[config.mk]
export PLATFORM = sky130hd
export DESIGN_NAME = dll_lock_supervisor
export DESIGN_NICKNAME = d
export VERILOG_FILES = /design/src/rtl/dll_sup_pkg.sv /design/src/rtl/dll_lock_supervisor_lock_sync.sv /design/src/rtl/dll_lock_supervisor.sv
export SDC_FILE = /design/constraint.sdc
export NUM_CORES = 1
export LEC_CHECK = 0
export CAP_MARGIN = 20
export CORE_MARGIN = 2
export CORE_UTILIZATION = 35
export CTS_CLUSTER_SIZE = 16
export DETAILED_ROUTE_END_ITERATION = 16
export GPL_ROUTABILITY_DRIVEN = 0
export PLACE_DENSITY = 0.54
export SYNTH_ARGS = -nofsm -noshare
export SYNTH_HDL_FRONTEND = slang
export SYNTH_SLANG_ARGS = --single-unit
[constraint.sdc]
create_clock -name clkin -period 2.1 [get_ports clkin]
set_clock_uncertainty 0.1 [all_clocks]
set_input_delay 0.21 -clock clkin [delete_from_list [all_inputs] [get_ports clkin]]
set_output_delay 0.21 -clock clkin [all_outputs]
set_load 0.01 [all_outputs]
[src/rtl/dll_sup_pkg.sv]
// ---------------------------------------------------------------------------
// dll_sup_pkg
// Shared definitions for the DLL lock supervisor:
//   - sup_state_e : supervisor FSM state encoding
//   - DEF_*       : default values for the supervisor parameters
//   - cnt_width() : counter width able to hold 0 .. n-1 (never narrower than 1)
// ---------------------------------------------------------------------------
package dll_sup_pkg;

    typedef enum logic [2:0] {
        ST_PULSE  = 3'd0,
        ST_WAIT   = 3'd1,
        ST_FILTER = 3'd2,
        ST_RUN    = 3'd3,
        ST_FAULT  = 3'd4
    } sup_state_e;

    localparam int DEF_RST_CYCLES   = 8;
    localparam int DEF_LOCK_FILTER  = 16;
    localparam int DEF_LOCK_TIMEOUT = 1 << 24;
    localparam int DEF_MAX_RETRY    = 7;

    // A counter that runs 0 .. n-1 needs clog2(n) bits. n of 1 would give
    // zero bits, so the result is clamped to one bit.
    function automatic int cnt_width(input int n);
        return (n <= 2) ? 1 : $clog2(n);
    endfunction

endpackage

[src/rtl/dll_lock_supervisor_lock_sync.sv]
// ---------------------------------------------------------------------------
// lock_sync
// Two-flop synchroniser that brings the DLL locked flag into the clkin
// domain. Output follows the input with two clkin cycles of latency.
// Ports:
//   clk  - sampling clock
//   rst  - synchronous active-high reset, clears both flops
//   d    - asynchronous input
//   q    - synchronised output
// ---------------------------------------------------------------------------
module lock_sync (
    input  logic clk,
    input  logic rst,
    input  logic d,
    output logic q
);

    logic meta_q;
    logic meta_d;
    logic sync_q;
    logic sync_d;

    // The first stage may go metastable; the second stage gives it a full
    // cycle to settle before anything downstream looks at it.
    always_comb begin
        meta_d = d;
        sync_d = meta_q;
    end

    // Both stages are cleared by reset so a stale lock from before reset
    // cannot leak into the supervisor.
    always_ff @(posedge clk) begin
        if (rst) begin
            meta_q <= 1'b0;
            sync_q <= 1'b0;
        end else begin
            meta_q <= meta_d;
            sync_q <= sync_d;
        end
    end

    assign q = sync_q;

endmodule

[src/rtl/dll_lock_supervisor.sv]
// ---------------------------------------------------------------------------
// dll_lock_supervisor
// Brings a DLL out of reset, waits for a stable lock, reports ready, and
// retries with fresh reset pulses when lock is not achieved in time. After
// MAX_RETRY failed attempts it parks in FAULT until fault_clr.
// Ports:
//   clkin      - sole clock, rising edge
//   rst        - synchronous active-high reset
//   locked_raw - DLL locked flag, asynchronous to clkin
//   fault_clr  - single-cycle request to leave FAULT (ignored elsewhere)
//   dll_reset  - reset to the DLL primitive
//   ready      - clocks valid and stable
//   lock_lost  - one-cycle pulse when lock drops while running
//   retry_cnt  - failed lock attempts since last rst / fault_clr
//   fault      - retry budget exhausted
// ---------------------------------------------------------------------------
module dll_lock_supervisor
    import dll_sup_pkg::*;
#(
    parameter int RST_CYCLES   = DEF_RST_CYCLES,
    parameter int LOCK_FILTER  = DEF_LOCK_FILTER,
    parameter int LOCK_TIMEOUT = DEF_LOCK_TIMEOUT,
    parameter int MAX_RETRY    = DEF_MAX_RETRY
) (
    input  logic                           clkin,
    input  logic                           rst,
    input  logic                           locked_raw,
    input  logic                           fault_clr,
    output logic                           dll_reset,
    output logic                           ready,
    output logic                           lock_lost,
    output logic [$clog2(MAX_RETRY+1)-1:0] retry_cnt,
    output logic                           fault
);

    localparam int PULSE_W = cnt_width(RST_CYCLES);
    localparam int FILT_W  = cnt_width(LOCK_FILTER);
    localparam int TO_W    = cnt_width(LOCK_TIMEOUT);
    localparam int RETRY_W = $clog2(MAX_RETRY + 1);

    localparam logic [PULSE_W-1:0] PULSE_LAST = PULSE_W'(RST_CYCLES - 1);
    localparam logic [FILT_W-1:0]  FILT_LAST  = FILT_W'(LOCK_FILTER - 1);
    localparam logic [TO_W-1:0]    TO_LAST    = TO_W'(LOCK_TIMEOUT - 1);
    localparam logic [RETRY_W-1:0] RETRY_MAX  = RETRY_W'(MAX_RETRY);

    sup_state_e         state_q,     state_d;
    logic [PULSE_W-1:0] pulse_cnt_q, pulse_cnt_d;
    logic [FILT_W-1:0]  filt_cnt_q,  filt_cnt_d;
    logic [TO_W-1:0]    to_cnt_q,    to_cnt_d;
    logic [RETRY_W-1:0] retry_q,     retry_d;
    logic               dll_reset_q, dll_reset_d;
    logic               ready_q,     ready_d;
    logic               lock_lost_q, lock_lost_d;
    logic               fault_q,     fault_d;

    logic               locked_s;
    logic               timeout;
    logic [TO_W-1:0]    to_cnt_inc;
    logic [RETRY_W-1:0] retry_inc;

    lock_sync u_lock_sync (
        .clk (clkin),
        .rst (rst),
        .d   (locked_raw),
        .q   (locked_s)
    );

    // Next-state logic. The timeout counter only advances in WAIT and
    // FILTER and is cleared only when a new wait begins after a pulse, so a
    // bouncing lock cannot extend the window by hopping between WAIT and
    // FILTER. Outputs are computed from the next state so they are
    // registered together with the state.
    always_comb begin
        state_d     = state_q;
        pulse_cnt_d = pulse_cnt_q;
        filt_cnt_d  = filt_cnt_q;
        to_cnt_d    = to_cnt_q;
        retry_d     = retry_q;
        lock_lost_d = 1'b0;

        timeout    = (to_cnt_q == TO_LAST);
        to_cnt_inc = timeout ? to_cnt_q : to_cnt_q + 1'b1;
        retry_inc  = (retry_q >= RETRY_MAX) ? RETRY_MAX : retry_q + 1'b1;

        case (state_q)
            ST_PULSE: begin
                if (pulse_cnt_q == PULSE_LAST) begin
                    state_d  = ST_WAIT;
                    to_cnt_d = '0;
                end else begin
                    pulse_cnt_d = pulse_cnt_q + 1'b1;
                end
            end

            ST_WAIT: begin
                to_cnt_d = to_cnt_inc;
                if (timeout) begin
                    retry_d     = retry_inc;
                    pulse_cnt_d = '0;
                    state_d     = (retry_inc >= RETRY_MAX) ? ST_FAULT : ST_PULSE;
                end else if (locked_s) begin
                    state_d    = ST_FILTER;
                    filt_cnt_d = '0;
                end
            end

            // A completed filter beats a simultaneous timeout: the DLL did
            // lock, so there is no reason to throw that away.
            ST_FILTER: begin
                to_cnt_d = to_cnt_inc;
                if (locked_s && (filt_cnt_q == FILT_LAST)) begin
                    state_d = ST_RUN;
                end else if (timeout) begin
                    retry_d     = retry_inc;
                    pulse_cnt_d = '0;
                    state_d     = (retry_inc >= RETRY_MAX) ? ST_FAULT : ST_PULSE;
                end else if (!locked_s) begin
                    state_d = ST_WAIT;
                end else begin
                    filt_cnt_d = filt_cnt_q + 1'b1;
                end
            end

            // Losing lock while running is not counted as a failed attempt.
            ST_RUN: begin
                if (!locked_s) begin
                    lock_lost_d = 1'b1;
                    pulse_cnt_d = '0;
                    state_d     = ST_PULSE;
                end
            end

            ST_FAULT: begin
                if (fault_clr) begin
                    retry_d     = '0;
                    pulse_cnt_d = '0;
                    state_d     = ST_PULSE;
                end
            end

            default: begin
                pulse_cnt_d = '0;
                state_d     = ST_PULSE;
            end
        endcase

        dll_reset_d = (state_d == ST_PULSE) || (state_d == ST_FAULT);
        ready_d     = (state_d == ST_RUN);
        fault_d     = (state_d == ST_FAULT);
    end

    // State and output registers. Reset lands in PULSE with the DLL held in
    // reset, so a full pulse follows every release of rst.
    always_ff @(posedge clkin) begin
        if (rst) begin
            state_q     <= ST_PULSE;
            pulse_cnt_q <= '0;
            filt_cnt_q  <= '0;
            to_cnt_q    <= '0;
            retry_q     <= '0;
            dll_reset_q <= 1'b1;
            ready_q     <= 1'b0;
            lock_lost_q <= 1'b0;
            fault_q     <= 1'b0;
        end else begin
            state_q     <= state_d;
            pulse_cnt_q <= pulse_cnt_d;
            filt_cnt_q  <= filt_cnt_d;
            to_cnt_q    <= to_cnt_d;
            retry_q     <= retry_d;
            dll_reset_q <= dll_reset_d;
            ready_q     <= ready_d;
            lock_lost_q <= lock_lost_d;
            fault_q     <= fault_d;
        end
    end

    assign dll_reset = dll_reset_q;
    assign ready     = ready_q;
    assign lock_lost = lock_lost_q;
    assign retry_cnt = retry_q;
    assign fault     = fault_q;

endmodule

======== Yosys cells after proc, flatten, opt, wreduce, memory -nomap -nowiden ========
Index checks and enable logic that the tools add are counted.
storage, ports and cells
  flip-flop bits (word level) ............. 43
  output and inout port bits .............. 7
  word-level logic and storage cells ...... 80
cells by class
  add/sub/neg operators ................... 4
  magnitude comparators ................... 2
  eq/ne operators ......................... 19
  muxes and demuxes ....................... 30
  bitwise logic cells ..................... 1
  reduce and logical (&&, ||, !) cells .... 13
operators by type and width
  cell                                           number
  two-way mux 3 bit                              17
  two-way mux 24 bit                             2
  case mux 24 bit (2 select lines)               1
  case mux 3 bit (5 select lines)                2
  adder 24 x 1 -> 24 bit, second input constant  1
  == test 24 bit, second input constant          1
  two-way mux 4 bit                              5
  != test 2 bit, second input constant           8
  == test 3 x 2 -> 1 bit, second input constant  3
  == test 3 bit, second input constant           3
  case mux 3 bit (3 select lines)                1
  case mux 4 bit (2 select lines)                1
  adder 3 x 1 -> 3 bit, second input constant    2
  >= comparator 3 bit, second input constant     2
  logical NOT 3 bit                              2
  AND reduction 3 bit                            2
  AND reduction 6 bit                            1
  adder 4 x 1 -> 4 bit, second input constant    1
  == test 4 bit, second input constant           1
  != test 2 x 1 -> 1 bit, second input constant  2
  AND reduction 4 bit                            1
  nonzero test 2 bit                             2
  OR reduction 2 bit                             2
  == test 3 x 1 -> 1 bit, second input constant  1
  other kinds (5)                                5

======== Logic depth before layout (Yosys ltp) ========
Gate-level depths: netlist (run 1).
  depth after elaboration ................. 9
  depth in mapped cells ................... 9
  mapped depth without buffers ............ 7

======== By module ========
A second synthesis (run 1) with hierarchy kept.
unflattened totals
  cells, all modules ...................... 271
  area, all modules ....................... 2,321.0 sq um
by module, submodules not included
  module               instances  cells each  area an instance (sq um)  seq. area each (sq um)
  dll_lock_supervisor  1          267         2,268.4                   820.8
  lock_sync            1          4           52.6                      40.0

======== Worst setup path after synthesis (run 1) ========
OpenSTA, ideal clock, no wires.
  path kind ............................... register to register
  from .................................... reg pulse_cnt_q[0]
  to ...................................... reg to_cnt_q[11]
  library setup time ...................... 0.070 ns
  arrival ................................. 1.974 ns
  slack ................................... -0.044 ns
  stages on the path, launching flop included .. 9
  path buffers ............................ 1
  path through ............................ dfxtp_1 > ha_1 > ha_1 > nor4b_4 > o21ba_4 > a21o_1 > buf_6 > or4_1 > a21oi_1
on the way
  cells in the longest elaborated chain, start to end .. 3
ends and longest elaborated chain
  element                        RTL line                    text
  start, declared                dll_lock_supervisor.sv:47   logic [PULSE_W-1:0] pulse_cnt_q, pulse_cnt_d;
  start signal, assigned         dll_lock_supervisor.sv:167  pulse_cnt_q <= pulse_cnt_d;
  == test 3 bit                  dll_lock_supervisor.sv:87   if (pulse_cnt_q == PULSE_LAST) begin
  != test 2 bit (no line)        --
  AND reduction 3 bit (no line)  --
  end signal, assigned           dll_lock_supervisor.sv:169  to_cnt_q <= to_cnt_d;
  end, declared                  dll_lock_supervisor.sv:49   logic [TO_W-1:0] to_cnt_q, to_cnt_d;
No other way between the ends.
A chain may end at the register's enable or synchronous reset.

======== Worst setup path in the final report (run 1) ========
  from .................................... reg to_cnt_q[0]
  to ...................................... reg filt_cnt_q[0]
on the way
  cells in the longest elaborated chain, start to end .. 3
  elaborated cells on any way between the ends .. 4
  classes of those cells .................. 3 x eq/ne; 1 x reduce/logical
ends and longest elaborated chain
  element                            RTL line                    text
  == test 24 bit (*)                 dll_lock_supervisor.sv:81   timeout = (to_cnt_q == TO_LAST);
  != test 2 bit (no line)            --
  AND reduction 6 bit (no line) (*)  --
  end signal, assigned               dll_lock_supervisor.sv:168  filt_cnt_q <= filt_cnt_d;
  end, declared                      dll_lock_supervisor.sv:48   logic [FILT_W-1:0] filt_cnt_q, filt_cnt_d;
Every way passes the cells marked *; elsewhere a longest branch is shown, timed or not.

==> flow_summary.ini, run 1 <==
[worst_setup_path]
critPathLaunchType = flop
path_max_fanout = 8
endpoint_kind = flop
crit_end = filt_cnt_q[0]
required_ns = 2.18
critPathKind = flop to flop
ff2ff_setup_slack_ns = -0.05
cp-startpoint = to_cnt_q[0]
cp_slowest_stage_delay_ns = 0.58
worstReg2RegEnd = filt_cnt_q[0]
reg2reg_depth = 7
slowest_stage = or4_1
crit_arrival_ns = 2.23
r2r_start = to_cnt_q[0]
path_cells = ha_4 -> nand4_1 -> or4_1 -> buf_6 -> o211ai_1 -> mux2i_1 -> nor2_1

[global_routing]
grt_max_degree = 20
grt_pass1_wl_um = 9840
grt_pass1_vias = 2147
overflow = 0
grt.total_usage_pct = 16.8
antenna_found_initial = 0

[logic_synthesis]
avgSynthCellArea_um2 = 8.36
synth_top_area_share_pct = 38.4
synth-seq-cells = 43
synthTopCellsByArea = dfxtp_1 (38%), a21oi_1 (5.1%), nor2_1 (3.7%)
syn_area_um2 = 2240
yosysSeqAreaShare_pct = 38.4
synthArstFlopShare_pct = 0
syn_inst = 268
synth_cell_types = 50
yosysWarnings = 0
syn-num-nets = 278
synth_top_cell_by_area = dfxtp_1
synth_ff_type = dfxtp_1
synth_edf_count = 0

[die]
initial_core_util_pct = 35.7
die_area_um2 = 7060
die_x_um = 84.0
num_io_pins = 11
rows = 29
core_um2 = 6280
die-height_um = 84.0

[clock_network]
htreeDepth = 2
cts_tree = yes
clk_latency_ns = 0.29
clk_pin_slew_ns = 0.08
cts-root-buf = clkbuf_8
hold_buffers = 0
cts_buffers = 5
clock-sinks = 43
clock_path_buffers = 2

[power_and_ir_drop]
ir_worst_vdd_uv = 195
power_leakage_nw = 1.08
p_total_mw = 1.40
p_per_area_nw_per_um2 = 456

[placement]
placedCellCount = 392
dp_hpwl_um = 4150
port_buffers = 10
placed_area_um2 = 2770

[timing]
finalMaxSlewViolations = 0
timing.final.crit_share_pct = 102
fin_hold_ws_ns = 0.358
period_needed_ns = 2.15
final_hold_viol_count = 0
layout_setup_ws_ns = -0.0490
grt_setup_unrepaired = yes
finalSetupViolCount = 7
slew_headroom_pct = 67.4
worst_pin_slew_ns = 0.484
fin_setup_tns_ns = -0.152
max_freq_mhz = 465

[run_status]
violations = negative setup slack
status = finished, violations left

[cells_and_area]
stdcell_count = 406
seqCellArea_um2 = 867
multi_input_area_um2 = 1460
final_area_um2 = 3070
diodes = 0
fillers = 613
nets = 340
layout-drive-gt1-share_pct = 32.2
area_delta_synth_final_pct = 37.2

[drt]
via_per_inst = 5.47
drcViolationCount = 0
wire_per_inst_um = 14.0
num_vias = 2222
first_pass_iters = 5
drt_iter0_drc = 98
routed_wl_um = 5670
final_antenna_net_count = 0

[run]
drv_cap = 0

[worst_hold_path]
min_path_type = flop to flop
[kinds of logic (layout without fill, tap and decap cells)]
logic type                 count (synthesis)  in the layout  share of synthesized area, %
xor gates and xnor gates                   4              4                          1.56
and+or+nand+nor                          118            118                          29.3
buffers and inverters                     20             81                          4.30
AOI/OAI and AO/OA                         76             76                          22.6
adders and majority gates                  6              6                          3.35
DFF                                       43             43                          38.4
muxes                                      1              1                         0.447
[layout make-up]
cell class              count  area share [%]
repair buffers             69            18.0
flip-flops and latches     43            28.2
multi-input cells         205            47.5
inverters                   6           0.733
clock buffers               6            2.36
well taps                  77            3.14
[layout by cell type (no fill, tap or decap), types with 4 or more instances in the layout]
cell type	synthesis	final
dfxtp_1	43	38
clkdlybuf4s50_1	0	10
o31ai_1	8	8
nand4_1	12	12
inv_1	6	6
nand2_1	21	21
or4_1	11	9
a21oi_1	23	20
xnor2_1	4	4
clkbuf_8	0	5
buf_4	1	56
o21ai_0	11	7
dfxtp_2	0	5
nand2b_1	5	5
nand3_1	15	15
o21a_1	4	4
nor2_1	22	20
[metrics by stage]
step | worst slack [ns] | util [%]
after global routing | -0.180 | 49.0
after floorplan | 0.00524 | -
after detailed placement | -0.222 | 44.1
after CTS | -0.0589 | 46.7
after global placement | -0.240 | 44.1
final | -0.0490 | 49.0
[layer usage]
layer / share of wire, % / track usage (%) / wire length [µm]
met1: 49 / 22.0 / 2750
met2: 49 / 28.7 / 2760
met3: 1.9 / 2.67 / 105
met4: 0.85 / 4.40 / 48
met5: 0 / 0 / 0
[how the worst min path moves through the flow]
stage | startpoint | endpoint | slack (ns) | cells after the start
3_3_place_gp | u_lock_sync.meta_q | u_lock_sync.q | 0.33 | 1
3_5_place_dp | u_lock_sync.meta_q | u_lock_sync.q | 0.34 | 1
4_1_cts | u_lock_sync.meta_q | u_lock_sync.q | 0.36 | 1
5_1_grt | u_lock_sync.meta_q | u_lock_sync.q | 0.38 | 1
6_report | u_lock_sync.meta_q | u_lock_sync.q | 0.36 | 1
2_1_floorplan | locked_raw | u_lock_sync.meta_q | 0.24 | 1
[cells in the mapped netlist (all sizes together), types with 5 or more instances]
cell and number:
nand3 15, nand4 12, nand2 21, or4 11, o21ai 12, nand2b 5
a21o 5, ha 6, nor4 5, inv 6, nor2 22, dfxtp 43
o31ai 8, buf 5, clkbuf 9, a21oi 23
[critical path, delay by kind of cell (launching register included)]
| kind | cells | cell delay, ns |
|---|---|---|
| and+or+nand+nor | 3 | 0.81 |
| adders and majority gates | 1 | 0.14 |
| muxes | 1 | 0.22 |
| buffers and inverters | 1 | 0.17 |
| AOI/OAI and AO/OA | 1 | 0.23 |
| DFF | 1 | 0.36 |
[flip-flops by register name (all words and copies together), names as in the netlist]
signal	flops
dll_reset	1
fault	1
filt_cnt_q	4
lock_lost	1
pulse_cnt_q	3
ready	1
retry_cnt	3
state_q	3
to_cnt_q	24
u_lock_sync.meta_q	1
u_lock_sync.q	1
[power by group]
| part | switching [mW] | total [mW] | internal (mW) |
|---|---|---|---|
| registers | 0.00733 | 0.831 | 0.824 |
| clock network | 0.266 | 0.488 | 0.222 |
| logic | 0.0423 | 0.0817 | 0.0394 |
[what timing repair did]
item,4_1_cts,5_1_grt
buffers inserted,5,3
gates resized for setup,12,31
pin swaps,18,10
setup endpoints to repair,31,32
(Power assumes the default switching activity.)
==> run 2, diff against run 1 <==
- CTS_CLUSTER_SIZE: 16 -> 12
==> results of run 2 <==
The final DEF is identical to that of run 1; final timing and power are the same.
==> run 3, diff against run 2 <==
- CTS_BUF_LIST: default -> sky130_fd_sc_hd__clkbuf_8 sky130_fd_sc_hd__clkbuf_16
==> run 3 against run 2 <==
Against the previous run: the run still ends with negative setup slack left; first-iteration DRC count did not move; clock-buffer cell count down 1; sequential power about the same; worst hold slack did not move; register-to-register slack barely moved; critical path depth increased by 1; sequential share of layout area stayed put; core utilization did not move.
==> flow_summary.ini, run 3 (synthesized netlist as in run 1, its figures left out) <==
[run_status]
status = finished, violations left
violations = negative setup slack

[placement]
port_buffers = 10
dp_hpwl_um = 4150
pre_cts_slack_ns = -0.222
placedCellCount = 392
placed_area_um2 = 2770

[clock_network]
cts_tree = yes
clk_pin_slew_ns = 0.08
clk_latency_ns = 0.29
clock_path_buffers = 2
hold_buffers = 0
cts_buffers = 5
clock-sinks = 43
cts-root-buf = clkbuf_8
htreeDepth = 2

[cells_and_area]
fillers = 613
diodes = 0
layout_commonest_cell = buf_4
nets = 340
final_area_um2 = 3070
largest_register_ffs = 24
area_delta_synth_final_pct = 37.2
top_regs = to_cnt_q (24), filt_cnt_q (4)
multi_input_area_um2 = 1460
layout-drive-gt1-share_pct = 32.2
stdcell_count = 406
seqCellArea_um2 = 867
regMostFlops = to_cnt_q
utilization_pct = 49.0
layout_common_cells = buf_4 (56), dfxtp_1 (38), nand2_1 (21), a21oi_1 (20), nor2_1 (20)

[drt]
via_per_inst = 5.46
num_vias = 2216
drt_iter0_drc = 98
routed_wl_um = 5680
wire_per_inst_um = 14.0
drcViolationCount = 0
final_antenna_net_count = 0
first_pass_iters = 4

[timing]
final_hold_viol_count = 0
slew_headroom_pct = 67.8
finalSetupViolCount = 7
grt_setup_unrepaired = yes
finalMaxSlewViolations = 0
max_freq_mhz = 464
timing.final.crit_share_pct = 103
layout_setup_ws_ns = -0.0539
worst_pin_slew_ns = 0.479
fin_hold_ws_ns = 0.358
period_needed_ns = 2.15

[die]
num_io_pins = 11
die_x_um = 84.0
die_area_um2 = 7060
rows = 29
die-height_um = 84.0
initial_core_util_pct = 35.7
core_um2 = 6280

[worst_setup_path]
critPathKind = flop to flop
path_max_fanout = 7
cp-startpoint = pulse_cnt_q[1]
endpoint_kind = flop
r2r_start = pulse_cnt_q[1]
crit_arrival_ns = 2.28
critPathLaunchType = flop
required_ns = 2.23

[global_routing]
grt_pass1_vias = 2148
antenna_found_initial = 0
grt_pass1_wl_um = 9840
grt.total_usage_pct = 16.8
overflow = 0
grt_max_degree = 20

[power_and_ir_drop]
power_leakage_nw = 1.08
p_per_area_nw_per_um2 = 454
ir_worst_vdd_uv = 196

[worst_hold_path]
hp-start = u_lock_sync.meta_q
min_path_type = flop to flop

[run]
drv_cap = 0
run 3: changes by cell type in the layout (fill, tap and decap cells not counted), sizes merged:
| cell | delta |
|---|---|
| inv | +1 |
| clkbuf | -1 |
run 3: critical path: stages, from the launching register on:
cell and delay, ns:
dfxtp_2 0.36, ha_4 0.14, ha_4 0.11, nor4b_4 0.26, o21ba_4 0.21, buf_6 0.12, a211o_4 0.29, or3_4 0.38
a21oi_1 0.12
run 3: through the flow:
stage          total power, mW  TNS [ns]
2_1_floorplan            0.892         0
4_1_cts                   1.42   -0.0628
3_5_place_dp             0.923     -3.22
6_report                  1.40    -0.174
5_1_grt                   1.46     -2.07
3_3_place_gp             0.923     -2.42
run 3: repair_timing:
item	in CTS	in global routing
endpoints found under the setup margin	31	32
pin swaps	18	10
gates resized for setup	12	31
buffers inserted	5	3
run 3: final cells by class:
class / count / area share, %
multi-input combinational: 205 / 47.5
sequential: 43 / 28.2
timing repair buffer: 69 / 18.0
tap: 77 / 3.14
clock buffer: 5 / 2.24
inverter: 6 / 0.733
clock inverter: 1 / 0.122
run 3: layer usage:
layer	global-route usage [%]	vias up	part of all wire [%]	wire, µm
met5	0	-	0	0
met3	2.67	5	1.6	92
met2	28.7	16	49	2760
met4	4.40	0	0.85	48
li1	-	1136	-	-
met1	22.0	1059	49	2780
run 3: final timing paths:
kind                   endpoint  slack [ns]  cells after the start
setup reg to reg   to_cnt_q[14]       -0.05                      8
hold / removal    u_lock_sync.q        0.36                      1
setup / recovery   to_cnt_q[14]       -0.05                      8
hold reg to reg   u_lock_sync.q        0.36                      1
run 3: report_power, final:
group	internal (mW)	leakage [nW]	total (mW)	switching, mW
Sequential	0.824	0.349	0.831	0.00733
Combinational	0.0394	0.689	0.0817	0.0423
Clock	0.217	0.0413	0.484	0.266
Total	1.08	1.08	1.40	0.316
